==> config.mk <==
export PLATFORM = sky130hd
export DESIGN_NAME = seq_loop_ctrl
export DESIGN_NICKNAME = d
export VERILOG_FILES = /design/src/rtl/seq_loop_pkg.sv /design/src/rtl/seq_loop_quit_enc.sv /design/src/rtl/seq_loop_ctrl.sv
export SDC_FILE = /design/constraint.sdc
export NUM_CORES = 1
export LEC_CHECK = 0
export ABC_AREA = 1
export ABC_CLOCK_PERIOD_IN_PS = 2100
export BUFFER_PORTS_ARGS = -buffer_cell sky130_fd_sc_hd__buf_2
export CAP_MARGIN = 10
export CORE_MARGIN = 4
export CORE_UTILIZATION = 45
export CTS_BUF_LIST = sky130_fd_sc_hd__clkbuf_8 sky130_fd_sc_hd__clkbuf_16
export DETAILED_ROUTE_END_ITERATION = 10
export GPL_ROUTABILITY_DRIVEN = 0
export PLACE_DENSITY_LB_ADDON = 0.25
export SLEW_MARGIN = 20
export SYNTH_ARGS = -nofsm -noshare
export SYNTH_HDL_FRONTEND = slang
export SYNTH_SLANG_ARGS = --single-unit
==> constraint.sdc <==
create_clock -name clock -period 2.1 [get_ports clock]
set_input_delay 0.21 -clock clock [delete_from_list [all_inputs] [get_ports clock]]
set_output_delay 0.21 -clock clock [all_outputs]
set_load 0.01 [all_outputs]
==> src/rtl/seq_loop_pkg.sv <==
// -----------------------------------------------------------------------------
// seq_loop_pkg
// Shared definitions for the sequenced loop controller:
//   - state_t      : 3-bit FSM state encoding, also exposed on cur_state
//   - QUIT_N_MAX   : largest supported number of early-quit request lines
//   - sat_inc32    : saturating 32-bit increment used by the cycle counter
// -----------------------------------------------------------------------------
package seq_loop_pkg;

    localparam int QUIT_N_MAX = 16;
    localparam int STATE_W    = 3;

    // Code 7 is not a working state; the FSM falls back to IDLE from it.
    typedef enum logic [STATE_W-1:0] {
        ST_IDLE       = 3'd0,
        ST_PRE        = 3'd1,
        ST_ITER_START = 3'd2,
        ST_ITER_WAIT  = 3'd3,
        ST_ITER_END   = 3'd4,
        ST_POST       = 3'd5,
        ST_FINISH     = 3'd6,
        ST_RSVD       = 3'd7
    } state_t;

    // Stops at all-ones instead of wrapping back to zero.
    function automatic logic [31:0] sat_inc32(input logic [31:0] value);
        return (value == 32'hFFFF_FFFF) ? value : value + 32'd1;
    endfunction

endpackage

==> src/rtl/seq_loop_quit_enc.sv <==
// -----------------------------------------------------------------------------
// seq_loop_quit_enc
// Lowest-index-wins priority encoder for the early-quit request lines.
// Ports:
//   req   in  QUIT_N  quit request lines, bit 0 has the highest priority
//   src   out 4       index of the lowest set request bit (0 when none set)
//   valid out 1       at least one request bit is set
// -----------------------------------------------------------------------------
import seq_loop_pkg::*;

module seq_loop_quit_enc #(
    parameter int QUIT_N = QUIT_N_MAX
) (
    input  logic [QUIT_N-1:0] req,
    output logic [3:0]        src,
    output logic              valid
);

    // Walk from the top index down so the last hit, the lowest set bit,
    // is the one that sticks.
    always_comb begin
        src   = 4'd0;
        valid = 1'b0;
        for (int i = QUIT_N - 1; i >= 0; i--) begin
            if (req[i]) begin
                src   = 4'(i);
                valid = 1'b1;
            end
        end
    end

endmodule

==> src/rtl/seq_loop_ctrl.sv <==
// -----------------------------------------------------------------------------
// seq_loop_ctrl
// Sequences a counted loop: PRE, then trip_count iterations of
// (ITER_START -> ITER_WAIT -> ITER_END), then POST and a one-cycle FINISH.
// Any quit request seen while waiting on the body ends the loop early.
//
// Optional feature: define SEQ_LOOP_CTRL_PERF_EN to build the run-length
// cycle counter behind perf_cycles; otherwise perf_cycles is tied to 0.
//
// Ports:
//   clock        in   1      single clock, rising edge
//   reset        in   1      asynchronous reset, active low
//   start        in   1      launch request, only looked at in IDLE
//   trip_count   in   CNT_W  iteration count, captured on accepted start
//   body_start   out  1      one-cycle pulse launching one body iteration
//   body_done    in   1      body completion strobe, looked at in ITER_WAIT
//   quit_req     in   QUIT_N early-exit lines, looked at in ITER_WAIT
//   busy         out  1      high in every state except IDLE
//   cur_state    out  3      current FSM state code
//   iter_idx     out  CNT_W  completed iterations of the current/last run
//   quit_flag    out  1      last run ended through a quit request
//   quit_src     out  4      lowest quit line that ended the last run
//   finish       out  1      one-cycle pulse in FINISH
//   perf_cycles  out  32     cycles spent from PRE through FINISH
// -----------------------------------------------------------------------------
import seq_loop_pkg::*;

module seq_loop_ctrl #(
    parameter int CNT_W  = 16,
    parameter int QUIT_N = 16
) (
    input  logic              clock,
    input  logic              reset,
    input  logic              start,
    input  logic [CNT_W-1:0]  trip_count,
    output logic              body_start,
    input  logic              body_done,
    input  logic [QUIT_N-1:0] quit_req,
    output logic              busy,
    output logic [2:0]        cur_state,
    output logic [CNT_W-1:0]  iter_idx,
    output logic              quit_flag,
    output logic [3:0]        quit_src,
    output logic              finish,
    output logic [31:0]       perf_cycles
);

    state_t             state_q;
    state_t             state_d;
    logic [CNT_W-1:0]   trip_q;
    logic [CNT_W-1:0]   iter_q;
    logic [CNT_W-1:0]   iter_next;
    logic               quit_flag_q;
    logic [3:0]         quit_src_q;

    logic               load_run;
    logic               take_quit;
    logic               iter_inc;

    logic [3:0]         enc_src;
    logic               enc_valid;

    seq_loop_quit_enc #(
        .QUIT_N (QUIT_N)
    ) u_quit_enc (
        .req   (quit_req),
        .src   (enc_src),
        .valid (enc_valid)
    );

    // The index never exceeds the captured trip, so this cannot wrap even
    // for a trip of all ones.
    assign iter_next = iter_q + CNT_W'(1);

    // State register; reset drops straight back to IDLE, abandoning any run.
    always_ff @(posedge clock or negedge reset) begin
        if (!reset) begin
            state_q <= ST_IDLE;
        end else begin
            state_q <= state_d;
        end
    end

    // Next-state and Moore outputs. A quit request in ITER_WAIT outranks a
    // simultaneous body_done so the aborted iteration is never counted.
    always_comb begin
        state_d    = state_q;
        body_start = 1'b0;
        finish     = 1'b0;
        busy       = 1'b1;
        load_run   = 1'b0;
        take_quit  = 1'b0;
        iter_inc   = 1'b0;
        case (state_q)
            ST_IDLE: begin
                busy = 1'b0;
                if (start) begin
                    load_run = 1'b1;
                    state_d  = ST_PRE;
                end
            end
            ST_PRE: begin
                state_d = (trip_q == '0) ? ST_POST : ST_ITER_START;
            end
            ST_ITER_START: begin
                body_start = 1'b1;
                state_d    = ST_ITER_WAIT;
            end
            ST_ITER_WAIT: begin
                if (enc_valid) begin
                    take_quit = 1'b1;
                    state_d   = ST_POST;
                end else if (body_done) begin
                    state_d = ST_ITER_END;
                end
            end
            ST_ITER_END: begin
                iter_inc = 1'b1;
                state_d  = (iter_next == trip_q) ? ST_POST : ST_ITER_START;
            end
            ST_POST: begin
                state_d = ST_FINISH;
            end
            ST_FINISH: begin
                finish  = 1'b1;
                state_d = ST_IDLE;
            end
            default: begin
                state_d = ST_IDLE;
            end
        endcase
    end

    // Run context: trip and status are cleared on launch and then held after
    // the run so software can read them back from IDLE.
    always_ff @(posedge clock or negedge reset) begin
        if (!reset) begin
            trip_q      <= '0;
            iter_q      <= '0;
            quit_flag_q <= 1'b0;
            quit_src_q  <= 4'd0;
        end else begin
            if (load_run) begin
                trip_q      <= trip_count;
                iter_q      <= '0;
                quit_flag_q <= 1'b0;
                quit_src_q  <= 4'd0;
            end
            if (iter_inc) begin
                iter_q <= iter_next;
            end
            if (take_quit) begin
                quit_flag_q <= 1'b1;
                quit_src_q  <= enc_src;
            end
        end
    end

`ifdef SEQ_LOOP_CTRL_PERF_EN
    logic [31:0] perf_q;

    // Counts every non-IDLE cycle of a run, restarts on launch and freezes
    // in IDLE so the last run's length stays visible.
    always_ff @(posedge clock or negedge reset) begin
        if (!reset) begin
            perf_q <= 32'd0;
        end else if (load_run) begin
            perf_q <= 32'd0;
        end else if (state_q != ST_IDLE) begin
            perf_q <= sat_inc32(perf_q);
        end
    end

    assign perf_cycles = perf_q;
`else
    assign perf_cycles = 32'd0;
`endif

    assign cur_state = state_q;
    assign iter_idx  = iter_q;
    assign quit_flag = quit_flag_q;
    assign quit_src  = quit_src_q;

endmodule
Yosys cells after proc, flatten, opt, wreduce, memory -nomap -nowiden
Index checks and enable logic that the tools add are counted.
{"block": "totals", "register_bits": 40, "input_bits": 36, "out_inout_bits": 59, "wordCells": 72}
{"block": "op_classes", "n_addsub": 1, "eq_ne": 9, "muxes": 52, "n_reduce_logical": 5}
{"op": "$mux 4", "n": 18}
{"op": "$mux 16", "n": 2}
{"op": "$mux 1", "n": 26}
{"op": "$pmux 3 s6", "n": 1}
{"op": "$add 16x1->16 const B", "n": 1}
{"op": "$eq 16x16->1", "n": 1}
{"op": "$logic_not 16->1", "n": 1}
{"op": "$mux 3", "n": 5}
{"op": "$eq 3x3->1 const B", "n": 3}
{"op": "$eq 3x2->1 const B", "n": 2}
{"op": "$reduce_bool 2->1", "n": 2}
{"op": "$eq 3x1->1 const B", "n": 1}
{"op": "$logic_not 3->1", "n": 1}
{"op": "$ne 3x3->1 const B", "n": 1}
{"op": "$ne 2x2->1 const B", "n": 1}
{"op": "$reduce_and 2->1", "n": 1}

Logic depth before layout (Yosys ltp)
{"block": "depth", "ltp_word": 19, "depth_mapped": 16}

Hierarchy
From an unflattened synthesis, not the netlist that was laid out.
{"block": "unflattened", "cells_unflattened": 420, "area_unflattened_um2": 2829.0}
{"mod": "seq_loop_ctrl", "instances": 1, "cells_per_inst": 371, "area_each_um2": 2620.0}
{"mod": "seq_loop_quit_enc", "instances": 1, "cells_per_inst": 49, "area_each_um2": 209.0}

Worst setup path after synthesis
Ideal clock, no wire load.
{"block": "synth_path", "path_kind": "reg2reg", "start": "register iter_q[0], in the netlist iter_idx[0]", "end": "register state_q[0], in the netlist cur_state[0]", "setup_ns": 0.066, "arrival_time_ns": 1.734, "setup_slack_ns": 0.299, "path_stages_with_launch": 16, "path_buffers": 0, "synth_period_minus_slack_ns": 1.801, "cell_sequence": "dfrtp_1 ha_1 nand2_1 nor2_4 nand2_1 nand2_1 nand2_1 nand2_1 nand2_1 nor2_1 nand3b_1 nor2_1 nand3_1 nand2_1 nand2_1 nand2_1"}
{"block": "synth_via", "elab_chain_cells": 4}
{"element": "start: declaration", "line": "seq_loop_ctrl.sv:51", "rtl": "logic [CNT_W-1:0] iter_q;"}
{"element": "start signal: assignment", "line": "seq_loop_ctrl.sv:150", "rtl": "iter_q <= iter_next;"}
{"element": "$add 16x1->16", "line": "seq_loop_ctrl.sv:73", "rtl": "assign iter_next = iter_q + CNT_W'(1);"}
{"element": "$eq 16x16->1", "line": "seq_loop_ctrl.sv:119", "rtl": "state_d = (iter_next == trip_q) ? ST_POST : ST_ITER_START;"}
{"element": "$mux 3", "line": "seq_loop_ctrl.sv:119"}
{"element": "$pmux 3 s6", "line": "seq_loop_ctrl.sv:94", "rtl": "case (state_q)"}
{"element": "end signal: assignment", "line": "seq_loop_ctrl.sv:80", "rtl": "state_q <= state_d;"}
{"element": "end: declaration", "line": "seq_loop_ctrl.sv:48", "rtl": "state_t state_q;"}
No other way between the ends.
A chain may end at the register's enable or synchronous reset.

Final worst setup path
Ends and elaborated chain as after synthesis.

==> flow_metrics.env <==
export IMPL_ir_drop_mv=0.635
export IMPL_p_sw_mw=1.31
export IMPL_postRouteAntennaNets=0
export IMPL_port_buffers=62
export IMPL_drc=0
export IMPL_nets=517
export IMPL_finalHoldViolCount=0
export IMPL_die_width_um=85.6
export IMPL_synth_seq_area_share=0.370
export IMPL_layout_commonest_cell="nand2_1"
export IMPL_crit_family="simple AND/OR/NAND/NOR gates"
export IMPL_worstSetupEndpointType="register"
export IMPL_ys_types=22
export IMPL_drt_wl_total_um=6740
export IMPL_required_ps=2330
export IMPL_clk_pin_slew_ps=80
export IMPL_drive_gt1_frac=0.185
export IMPL_max_cap_violations=0
export IMPL_cp_arrival_ps=2160
export IMPL_htree_levels=2
export IMPL_antenna_found_initial=0
export IMPL_grtUsageTotal=0.185
export IMPL_first_iter_violations=179
export IMPL_ys_warn_count=0
export IMPL_syn_to_final_growth_pct=17.6
export IMPL_start_util=0.477
export IMPL_cts_sinks=40
export IMPL_status="completed"
export IMPL_placed_cell_area_um2=2980
export IMPL_hpwl_um=5240
export IMPL_crit_chain="ha_4 -> inv_1 -> nand2_1 -> nand2_1 -> nor2_1 -> nand3_1 -> nor2_1 -> nand3_1 -> nor2_2 -> nand2_1 -> nor2_2 -> nand3_2 -> nand2_1 -> nand2_1 -> nand2_1"
export IMPL_fin_ws_ps=171
export IMPL_critPathLaunchType="register"
export IMPL_slowest_stage="dfrtp_2"
export IMPL_die_area_um2=7320
export IMPL_critPathMaxStageDelay_ps=460
export IMPL_via_count=2715
export IMPL_pre_cts_slack_ps=58.5
export IMPL_slew_viol_final=0
export IMPL_clk_path_buf_depth=2
export IMPL_synth_area_top_cells="dfrtp_1 (37%), nand2_1 (17%), inv_1 (9.0%)"
export IMPL_p_seq_frac=0.367
export IMPL_p_leak_nw=1.70
export IMPL_switching_share=0.402
export IMPL_insertion_delay_ps=290
export IMPL_core_area_um2=5680
export IMPL_worstMarginPinSlew_ps=872
export IMPL_cts_hold_buf=0
export IMPL_cts_tree="yes"
export IMPL_power_share_clock=0.228
export IMPL_yosys_area_top_type_share=0.370
export IMPL_crit_type="register to register"
export IMPL_cts_root_buf="clkbuf_8"
export IMPL_comb_power_share=0.405
export IMPL_die_h_um=85.6
export IMPL_p_int_mw=1.96
export IMPL_finalSetupViolCount=0
export IMPL_nFillCells=559
export IMPL_avgSynthCellArea_um2=6.62
export IMPL_boundaryPins=95
export IMPL_grt_pass1_wl_um=11000
export IMPL_ys_ff_latch=40
export IMPL_synth_area_um2=2710
export IMPL_period_share=0.919
export IMPL_cp_max_fo=6
export IMPL_grt_max_degree=41
export IMPL_multiInputGateArea_um2=1350
export IMPL_path_common_cell="nand2_1"
export IMPL_synthCells=409
export IMPL_wl_per_cell_um=12.2
export IMPL_final_cell_mix="nand2_1 (125), inv_1 (65), buf_2 (62), dfrtp_1 (38), nand3_1 (36)"
export IMPL_num_rows=27
export IMPL_hold_slack_ps=30.6
export IMPL_overflow=0
export IMPL_yosysTopAreaCell="dfrtp_1"
export IMPL_cts_buffers=5
export IMPL_grt_pass1_vias=2427
export IMPL_dr_pass1_iters=5
export IMPL_power_mw=3.27
export IMPL_max_freq_mhz=518
export IMPL_diodes=0
export IMPL_regArea_um2=1000
export IMPL_power_per_cell_area_nw_per_um2=1030
export IMPL_postLayoutCellArea_um2=3180
export IMPL_fin_skew_ps=6.84
export IMPL_path_buf_inv=1
export IMPL_slew_headroom=0.419
export IMPL_post_route_min_period_ps=1930
export IMPL_hp_class="input port to async pin"
export IMPL_viasPerCell=4.92
==> path summary, 6_finish.rpt <==
path	startpoint	end	slack, ps	cells past startpoint
worst max-delay path	iter_idx[0]$_DFFE_PN0P_	cur_state[0]$_DFFE_PN0P_	170	15
worst min-delay path	reset	iter_idx[9]$_DFFE_PN0P_	30	1
worst max register to register	iter_idx[0]$_DFFE_PN0P_	cur_state[0]$_DFFE_PN0P_	170	15
worst min register to register	quit_src[0]$_DFFE_PN0P_	quit_src[0]$_DFFE_PN0P_	480	2
max in group asynchronous	reset	iter_idx[0]$_DFFE_PN0P_	1470	1
min in group clock	trip_count[11]	trip_q[11]$_DFFE_PN0P_	120	3
==> worst reg2reg max path, stage by stage (launching register included) <==
cell and delay [ps]:
dfrtp_2 460, ha_4 290, inv_1 40, nand2_1 50, nand2_1 60, nor2_1 130
nand3_1 80, nor2_1 110, nand3_1 100, nor2_2 90, nand2_1 70, nor2_2 130
nand3_2 100, nand2_1 80, nand2_1 50, nand2_1 50
==> state kept, by name, summed over array words and instances (netlist names) <==
name / cells
cur_state: 3
iter_idx: 16
trip_q: 16
quit_flag: 1
quit_src: 4
==> power groups by stage <==
stage               sequential [mW]  clock (mW)  combinational [mW]
finish                         1.20       0.745                1.33
global route                   1.24       0.782                1.53
CTS                            1.19       0.754                1.25
detailed placement             1.20           0                1.25
global placement               1.20           0                1.24
floorplan                      1.20           0               0.874
==> area by class of cell <==
| cell class | count | share of cell area |
|---|---|---|
| sequential | 40 | 0.315 |
| inverter | 65 | 0.0767 |
| clock inverter | 2 | 0.0189 |
| timing repair buffer | 70 | 0.116 |
| clock buffer | 5 | 0.0216 |
| multi-input combinational | 298 | 0.423 |
| tap | 72 | 0.0283 |
==> timing repair <==
action | 4_1_cts | 5_1_grt
endpoints found under the setup margin | 0 | 3
endpoints found under the hold margin | 0 | 0
resized for setup | 0 | 9
setup buffers | 0 | 6
==> layer usage <==
metal,vias to the layer above,global-route usage,share of wire
li1,1380,-,-
met1,1213,0.249,0.43
met2,116,0.296,0.46
met3,6,0.0384,0.094
met4,0,0.0590,0.011
met5,-,0,0
==> stage by stage <==
step           instances   util  setup TNS (ps)
5_1_grt              552  0.561            -149
3_5_place_dp         539  0.525               0
6_report             552  0.561               0
4_1_cts              546  0.547               0
2_1_floorplan        440      -               0
3_3_place_gp         539  0.525               0
==> cells in the mapped netlist <==
cell type,instances
or3_2,1
o21ai_0,26
nand2_1,126
and3_1,1
dfrtp_1,40
conb_1,1
inv_1,65
nor3_1,4
nor2_1,36
nand4_1,13
clkbuf_1,4
a21oi_1,2
a31oi_1,1
o41ai_1,1
buf_2,1
nand3_1,37
o22ai_1,12
nor2_4,3
ha_1,1
buf_4,32
nand3b_1,1
o21ai_1,1
==> kinds of logic (layout without fill, tap and decap cells) <==
| kind of cell | Yosys count | count (layout) | synth area share |
|---|---|---|---|
| AO/OA/AOI/OAI | 43 | 43 | 0.0869 |
| flip-flops | 40 | 40 | 0.370 |
| adder cells (fa/ha/maj) | 1 | 1 | 0.00462 |
| buffers and inverters | 102 | 142 | 0.186 |
| other | 1 | 32 | 0.00139 |
| AND/OR/NAND/NOR | 222 | 222 | 0.351 |
Power figures use the tool's default switching activity.
